**src/rtl/mem_port_arbiter.sv**
```systemverilog
// mem_port_arbiter: shares one Avalon-style memory port between fetch and data.
// Define SUBWORD_RMW_EN to turn byte/half stores into read-modify-write.
module mem_port_arbiter #(
  parameter int unsigned DATA_PRIORITY = 1,
  parameter int unsigned MAX_WAIT      = 255
) (
  input  logic        clk,
  input  logic        reset,
  input  logic        if_req,
  input  logic [31:0] if_addr,
  output logic        if_valid,
  output logic [31:0] if_rdata,
  input  logic        d_req,
  input  logic        d_we,
  input  logic [1:0]  d_size,
  input  logic [31:0] d_addr,
  input  logic [31:0] d_wdata,
  output logic        d_valid,
  output logic [31:0] d_rdata,
  output logic        d_err,
  output logic        stall,
  output logic [31:0] mem_address,
  output logic        mem_read,
  output logic        mem_write,
  output logic [31:0] mem_writedata,
  output logic [3:0]  mem_byteenable,
  input  logic [31:0] mem_readdata,
  input  logic        mem_waitrequest
);

  typedef enum logic [2:0] {
    IDLE, IF_RD, D_RD, D_WR, RMW_RD, RMW_WR, RESP
  } state_e;

  state_e      state_q, state_d;
  logic [7:0]  cnt_q, cnt_d;
  logic        ptr_q, ptr_d;
  logic        own_d_q, own_d_d;
  logic        err_q, err_d;
  logic [31:0] addr_q, addr_d;
  logic [3:0]  be_q, be_d;
  logic [3:0]  lane_q, lane_d;
  logic [31:0] wdata_q, wdata_d;
  logic [31:0] rdata_q, rdata_d;

  logic        d_half, d_word, d_mis;
  logic [3:0]  d_be;
  logic [31:0] d_rep;
  logic [31:0] lane_mask, merged;
  logic        go_d, go_if, timeout, rd_st, wr_st;
  logic        unused_ok;

  assign unused_ok = ^if_addr[1:0];

  always_comb begin
    d_half = d_size == 2'b01;
    d_word = d_size[1];
    d_mis  = (d_half & d_addr[0])
           | (d_word & (d_addr[1:0] != 2'b00));
    d_be   = 4'h0;
    d_rep  = '0;
    unique case (1'b1)
      d_word: begin
        d_be  = 4'hF;
        d_rep = d_wdata;
      end
      d_half: begin
        d_be  = d_addr[1] ? 4'b1100 : 4'b0011;
        d_rep = {2{d_wdata[15:0]}};
      end
      default: begin
        d_be  = 4'b0001 << d_addr[1:0];
        d_rep = {4{d_wdata[7:0]}};
      end
    endcase
  end

  assign lane_mask = {{8{lane_q[3]}}, {8{lane_q[2]}},
                      {8{lane_q[1]}}, {8{lane_q[0]}}};
  assign merged    = (mem_readdata & ~lane_mask)
                   | (wdata_q & lane_mask);

  // ptr_q=1 means D wins the next tie when alternating
  assign go_d  = d_req & (~if_req | (DATA_PRIORITY != 0) | ptr_q);
  assign go_if = if_req & ~go_d;

  assign timeout = cnt_q == 8'(MAX_WAIT);
  assign rd_st   = state_q inside {IF_RD, D_RD, RMW_RD};
  assign wr_st   = state_q inside {D_WR, RMW_WR};

  always_comb begin
    state_d = state_q;
    cnt_d   = cnt_q;
    ptr_d   = ptr_q;
    own_d_d = own_d_q;
    err_d   = err_q;
    addr_d  = addr_q;
    be_d    = be_q;
    lane_d  = lane_q;
    wdata_d = wdata_q;
    rdata_d = rdata_q;
    unique case (state_q)
      IDLE: begin
        cnt_d = '0;
        if (go_d) begin
          own_d_d = 1'b1;
          ptr_d   = 1'b0;
          err_d   = 1'b0;
          addr_d  = {d_addr[31:2], 2'b00};
          if (d_mis) begin
            err_d   = 1'b1;
            state_d = RESP;
          end else if (d_we) begin
            wdata_d = d_rep;
            lane_d  = d_be;
            be_d    = d_be;
            state_d = D_WR;
`ifdef SUBWORD_RMW_EN
            if (d_be != 4'hF) begin
              be_d    = 4'hF;
              state_d = RMW_RD;
            end
`endif
          end else begin
            be_d    = 4'hF;
            state_d = D_RD;
          end
        end else if (go_if) begin
          own_d_d = 1'b0;
          ptr_d   = 1'b1;
          err_d   = 1'b0;
          addr_d  = {if_addr[31:2], 2'b00};
          be_d    = 4'hF;
          state_d = IF_RD;
        end
      end
      IF_RD, D_RD, D_WR, RMW_RD, RMW_WR: begin
        if (timeout) begin
          err_d   = own_d_q;
          state_d = RESP;
          if (state_q == IF_RD) rdata_d = '0;
        end else if (!mem_waitrequest) begin
          state_d = RESP;
          if (state_q inside {IF_RD, D_RD}) rdata_d = mem_readdata;
          if (state_q == RMW_RD) begin
            wdata_d = merged;
            cnt_d   = '0;
            state_d = RMW_WR;
          end
        end else begin
          cnt_d = cnt_q + 8'd1;
        end
      end
      RESP: begin
        cnt_d   = '0;
        state_d = IDLE;
      end
      default: state_d = IDLE;
    endcase
  end

  always_ff @(posedge clk) begin
    if (!reset) begin
      state_q <= IDLE;
      cnt_q   <= '0;
      ptr_q   <= 1'b0;
      own_d_q <= 1'b0;
      err_q   <= 1'b0;
      addr_q  <= '0;
      be_q    <= 4'hF;
      lane_q  <= 4'hF;
      wdata_q <= '0;
      rdata_q <= '0;
    end else begin
      state_q <= state_d;
      cnt_q   <= cnt_d;
      ptr_q   <= ptr_d;
      own_d_q <= own_d_d;
      err_q   <= err_d;
      addr_q  <= addr_d;
      be_q    <= be_d;
      lane_q  <= lane_d;
      wdata_q <= wdata_d;
      rdata_q <= rdata_d;
    end
  end

  assign mem_read       = rd_st & ~timeout;
  assign mem_write      = wr_st & ~timeout;
  assign mem_address    = addr_q;
  assign mem_byteenable = be_q;
  assign mem_writedata  = wdata_q;

  assign if_valid = (state_q == RESP) & ~own_d_q;
  assign d_valid  = (state_q == RESP) & own_d_q;
  assign d_err    = d_valid & err_q;
  assign if_rdata = rdata_q;
  assign d_rdata  = rdata_q;
  assign stall    = (if_req | d_req) & ~(if_valid | d_valid);

endmodule
```
**config.mk**
```make
export PLATFORM = sky130hd
export DESIGN_NAME = mem_port_arbiter
export DESIGN_NICKNAME = d
export VERILOG_FILES = /design/src/rtl/mem_port_arbiter.sv
export SDC_FILE = /design/constraint.sdc
export NUM_CORES = 1
export LEC_CHECK = 0
export CAP_MARGIN = 20
export CORE_MARGIN = 5
export CORE_UTILIZATION = 30
export CTS_BUF_LIST = sky130_fd_sc_hd__clkbuf_4
export CTS_CLUSTER_DIAMETER = 150
export DETAILED_ROUTE_END_ITERATION = 16
export MAX_ROUTING_LAYER = met4
export PLACE_DENSITY = 0.68
export SLEW_MARGIN = 20
export SYNTH_ARGS = -nofsm -noshare
export SYNTH_HDL_FRONTEND = slang
export SYNTH_SLANG_ARGS = --single-unit
```
**constraint.sdc**
```tcl
create_clock -name clk -period 2 [get_ports clk]
set_input_delay 0.4 -clock clk [delete_from_list [all_inputs] [get_ports clk]]
set_output_delay 0.4 -clock clk [all_outputs]
set_load 0.02 [all_outputs]
```
# Word level (Yosys, flattened, before mapping)
# Index checks and enable logic that the tools add are counted.
word_totals:
  reg_bits: 117
  in_bits: 136
  output_inout_bits: 138
  word_cells: 110
classes:
  n_addsub: 1
  eq_ne: 21
  shift: 1
  mux: 38
  bitwise: 21
  reduce_logical: 19
op_table:
  columns: ["cell", "n"]
  rows:
  - ["32-bit two-way mux", 12]
  - ["32-bit case mux with 2 select lines", 2]
  - ["32-bit bitwise AND", 2]
  - ["32-bit NOT", 1]
  - ["32-bit OR", 1]
  - ["8-bit two-way mux", 3]
  - ["4-bit two-way mux", 5]
  - ["2-bit != test (second input constant)", 8]
  - ["8-bit case mux with 2 select lines", 1]
  - ["3-bit two-way mux", 5]
  - ["2-bit nonzero test", 7]
  - ["1-bit bitwise AND", 9]
  - ["3-bit equality test (second input constant)", 3]
  - ["3-bit != test (second input constant)", 3]
  - ["3-bit AND reduction", 3]
  - ["8-bit by 1-bit adder with 8-bit output (second input constant)", 1]
  - ["8-bit equality test (second input constant)", 1]
  - ["4-bit case mux with 2 select lines", 1]
  - ["4-bit AND reduction", 2]
  - ["7-bit AND reduction", 1]
  - ["3-bit by 2-bit equality test with 1-bit output (second input constant)", 2]
  - ["1-bit two-way mux", 6]
  - ["3-bit case mux with 2 select lines", 1]
  - ["1-bit NOT", 5]
  - ["12 further kinds", 16]

# Depth between registers and ports, before layout
depth:
  ltp_word: 7
  depth_mapped: 8
  depth_no_buf: 6

# Worst setup path after synthesis
# No wires, ideal clock.
synth_timing:
  path_kind: "register to register"
  from: "reg cnt_q[0]"
  to: "reg rdata_q[10] (netlist: d_rdata[10])"
  setup_ns: 0.072
  arrival_time_ns: 1.764
  required_time_ns: 1.928
  slack_ns: 0.164
  stages_incl_launch_ff: 9
  path_buffers: 2
  period_less_slack_ns: 1.836
  path_cell_list: "dfxtp_1 > ha_1 > and3_1 > clkbuf_1 > nand2_1 > nand4b_1 > a21oi_2 > buf_4 > mux2i_1"
synth_between:
  elab_chain_cells: 3
  word_cells_on_any_way: 6
  classes_between: "3 x eq/ne; 1 x mux; 2 x reduce/logical"
synth_rtl:
  columns: ["item", "line", "text"]
  rows:
  - ["from (decl)", "36", "logic [7:0] cnt_q, cnt_d;"]
  - ["from (signal assigned)", "176", "cnt_q <= cnt_d;"]
  - ["8-bit equality test (*)", "87", "assign timeout = cnt_q == 8'(MAX_WAIT);"]
  - ["2-bit by 1-bit != test with 1-bit output (no line) or 2-bit nonzero test (tied branches)", null, null]
  - ["4-bit AND reduction (no line)", null, null]
  - ["to (signal assigned)", "184", "rdata_q <= rdata_d;"]
  - ["to (decl)", "44", "logic [31:0] rdata_q, rdata_d;"]
# Every way passes the cells marked *; elsewhere a longest branch is shown, timed or not.
# A chain may end at the register's enable or synchronous reset.

# Worst setup path after layout
layout_timing:
  from: "reg state_q[1]"
  to: "out d_err"
layout_between:
  elab_chain_cells: 3
layout_rtl:
  columns: ["item", "line", "text"]
  rows:
  - ["from (decl)", "35", "state_e state_q, state_d;"]
  - ["from (signal assigned)", "175", "state_q <= state_d;"]
  - ["3-bit equality test", "195", "assign d_valid = (state_q == RESP) & own_d_q;"]
  - ["1-bit bitwise AND", "195", null]
  - ["1-bit bitwise AND", "196", "assign d_err = d_valid & err_q;"]
  - ["to (decl)", "20", "output logic d_err,"]
# Every way passes these cells.

==> results.txt <==
The run finished, with violations left. The final reports fail on design-rule violations, negative setup slack. The highest layer touched by signal routing is met4. The met2 wirelength from detailed routing is 11,020 um. The actual slew at the worst max-slew pin came out at 0.5319 ns. For this run, the top clock speed supported by timing is 498.2 MHz. The category of the worst setup path capture point is an output port. The initial antenna violation count came out at 2. The slowest cell on the critical path is sky130_fd_sc_hd__dfxtp_2. The number of warnings issued by yosys is 0. In the final layout, the share of cells above drive strength 1 is 0.1552. The detailed router finished its first iteration with 487 violations.

The total grt overflow is 0. The sequential element share of the synthesized area is 0.3876. The detailed-routing wirelength on met1 is ~9000 um. The core region area came out at 19,460 um^2. The placer congestion estimate is ~0.84.

The number of nets with antenna violations after routing is 0. The final routed wirelength across all metal layers came out at 22,600 um. The number of I/O port buffers came out at 269. Buffers inserted to repair hold after CTS numbered 0. For this run, design rule violations remaining after detail routing come to 3. For the final database, setup skew stands at 0.01848 ns.

The maximum fanout encountered on the critical timing path came out at 7. In this run the worst hold path is classified as primary input to flip-flop. The headroom to the max-slew limit is 0.6454. The leakage dissipation is 4.502 nW. The total power is 11.47 mW. The final number of max-transition violations came out at 0. For flop-to-flop paths, the worst setup slack is 0 ns. The setup path with the least slack is of type flip-flop to output port. The final critical-path required period came out at about 2 ns. The most critical setup path has its startpoint at state_q[1]. The clock latency of the later-clocked register in the worst-skew pair came out at 0.51 ns.

On the critical path the largest part of the delay comes from simple AND/OR/NAND/NOR gates. The total number of nets in the final design is 1,112. The final number of setup-violating endpoints came out at 2. The longest individual stage delay on the worst path came out at ~0.35 ns. The total clock sinks is between 100 and 150. In this run the deepest clock path goes through 2 buffers.

The number of instances in the synthesized netlist is 694. The length in cells of the worst reg-to-reg path is 8. The number of hold violations in the final report came out at 0. The most numerous cell on the critical path is sky130_fd_sc_hd__buf_6. The total of max-cap violations is 0. The number of placed instances, taps included, is 1,206.

The clock root buffer master is sky130_fd_sc_hd__clkbuf_4. The clock-pin slew on the worst setup and hold paths came out at ~0.11 ns. The worst setup margin is -0.007296 ns. The peak supply drop is 0.5156 mV. The number of clock buffers added by TritonCTS is 17. The via count came out at 6,170.

The final core utilization is 0.4984. The signal on the critical path passes through buf_12 > and3b_2 > buf_6 > and3_4 > buf_6. The average instance area after synthesis came out at 8.558 um^2. Setup repair after global routing could not meet its margin everywhere. The launching point of the worst reg2reg path is state_q[0]. The first-pass GRT wire length came out at roughly 33,000 um. For the worst setup path, the data arrival time is 1.61 ns. The I/O pin total came out at 274. The synthesized netlist contains 55 unique library cells. The pre-antenna-repair detailed-routing pass consisted of 11 iterations.

The worst slack at placement came out at -0.5135 ns. The initial utilization of the core area, before any placement, comes to 0.3052. The row count came out at 51.

The filler-free cell count of the finished design came out at 1,253. The post-synthesis register bit count came out at 115. The share of the cycle needed by the critical path after routing came out at 1.004. The wire length per cell is between 15 and 20 um. The netlist area before placement came out at 5939 um^2.

The critical path runs through a total of 5 cells. In this run the worst setup path terminates at d_err. The depth of the CTS H-tree is 4. The buffers plus inverters on the worst setup path came out at 3.

TritonCTS built the clock tree. The via density per instance is 4.924. The worst setup path is launched from a flip-flop. Summed over all nets, wire length on met3 after detailed routing comes to ~2100 um. For this run, the total global-route usage over all layers was measured as 0.1910.

The die is 150.7 um tall. The area of the die is between 20,000 and 25,000 um^2. The sum of net half-perimeters after detailed placement came out at between 15,000 and 20,000 um. The critical path data required time came out at 1.60 ns.

The areal power density over the cells is 1183 nW/um^2. The largest net degree at the start of global routing is between 40 and 50. The die boundary width is 150.7 um. Compared with the post-synthesis result, the final layout area differs by 63.30%. The number of global-route vias before repair was 5,936.
Yosys cell counts, drive strengths merged:
cell type  count  area share
nand3b         9       0.011
and4           1      0.0015
or3            2      0.0021
a311oi        10       0.017
nor3           9      0.0095
nand4          3      0.0032
o2111ai        1      0.0044
a211o          8       0.012
o22ai          3      0.0065
mux2           1      0.0019
a31oi          1      0.0011
inv            4      0.0025
o22a           2      0.0029
nand3          8      0.0067
a311o          8       0.013
o211ai         3      0.0038
clkinv         1     0.00063
a21oi         46       0.039
o2111a         1      0.0034
ha             1      0.0021
buf           60       0.071
a21o           3      0.0038
a41oi          1      0.0015
nand2        120       0.076
a22oi          9       0.011
and3b          1      0.0015
and3           8      0.0084
and2           1      0.0011
clkbuf        25       0.016
mux2i         78        0.13
xor2           2      0.0029
a221o          1      0.0017
nand2b         1      0.0011
conb           1     0.00063
nand4b         1      0.0015
nor2          67       0.042
dfxtp        115        0.39
o211a          2      0.0034
o21ai         30       0.025
a211oi        39       0.051
a2bb2oi        4       0.012
nor3b          2      0.0025
nor2b          1      0.0011
metal layers:
metal / vias up / global-route usage
met5: - / -
li1: 3012 / -
met3: 19 / 0.05689
met1: 2872 / 0.2270
met4: 0 / 0.05168
met2: 267 / 0.3164
cells by family (layout without fill, tap and decap cells):
logic type	count (synthesis)	after routing	synth area share
compound gates	172	174	0.2134
xor+xnor	2	2	0.002950
fa+ha+maj	1	1	0.002106
buf+inv	90	379	0.08995
flops	115	115	0.3876
mux	79	79	0.1333
other cells	1	4	0.0006314
simple gates	234	234	0.1700
stage by stage:
| stage | instance area [um^2] | TNS (ns) | hold WS (ns) |
|---|---|---|---|
| 2_1_floorplan | 5943 | 0 | 0.4485 |
| 3_3_place_gp | 9025 | -13.27 | 0.4451 |
| 3_5_place_dp | 9025 | -15.08 | 0.4465 |
| 4_1_cts | 9445 | -0.1911 | 0.3367 |
| 5_1_grt | 9699 | -0.8314 | 0.3510 |
| 6_report | 9699 | -0.008388 | 0.3872 |
worst min-delay path, cell delays in order:
cell                      delay [ns]
sky130_fd_sc_hd__buf_2          0.11
sky130_fd_sc_hd__inv_2          0.08
sky130_fd_sc_hd__nor2_2         0.11
sky130_fd_sc_hd__nand2_1        0.10
sky130_fd_sc_hd__mux2i_1        0.06
cells in the final DEF (no fill, tap or decap), drive strengths merged, types with 18 or more instances in the layout:
master         synthesis  routed
dfxtp                115     115
clkbuf                25      18
mux2i                 78      78
clkdlybuf4s50          0     208
a211oi                39      39
nor2                  67      67
a21oi                 46      46
o21ai                 30      30
nand2                120     120
dlymetal6s2s           0      51
buf                   60      83
layout make-up:
cell class	count	area, um^2
Fill cell	1843	9763
Antenna cell	2	5.005
Clock buffer	18	135.1
Sequential cell	115	2312
Inverter	5	18.77
Timing Repair Buffer	344	3515
Tap cell	265	331.6
Clock inverter	12	141.4
Multi-Input combinational cell	492	3241
worst min path at each step:
stage	from	end	slack, ns	cells after the start
3_5_place_dp	flip-flop	flip-flop	0.45	2
6_report	reset	d_rdata[27]	0.39	5
4_1_cts	reset	d_rdata[24]	0.34	5
3_3_place_gp	flip-flop	flip-flop	0.45	2
5_1_grt	reset	d_rdata[27]	0.35	5
2_1_floorplan	cnt_q[1]	cnt_q[1]	0.45	2
power by group:
group / internal [mW] / total, mW / leakage [nW] / switching [mW]
clock network: 0.849 / 1.75 / 0.140 / 0.903
registers: 2.92 / 3.29 / 0.942 / 0.374
logic: 3.01 / 6.43 / 3.42 / 3.42
timing repair:
item | in CTS | in global routing
buffers inserted | 9 | 4
endpoints found under the setup margin | 9 | 84
cloned | 0 | 2
pin swaps | 3 | 12
resized for setup | 30 | 69
(Power assumes the default switching activity.)
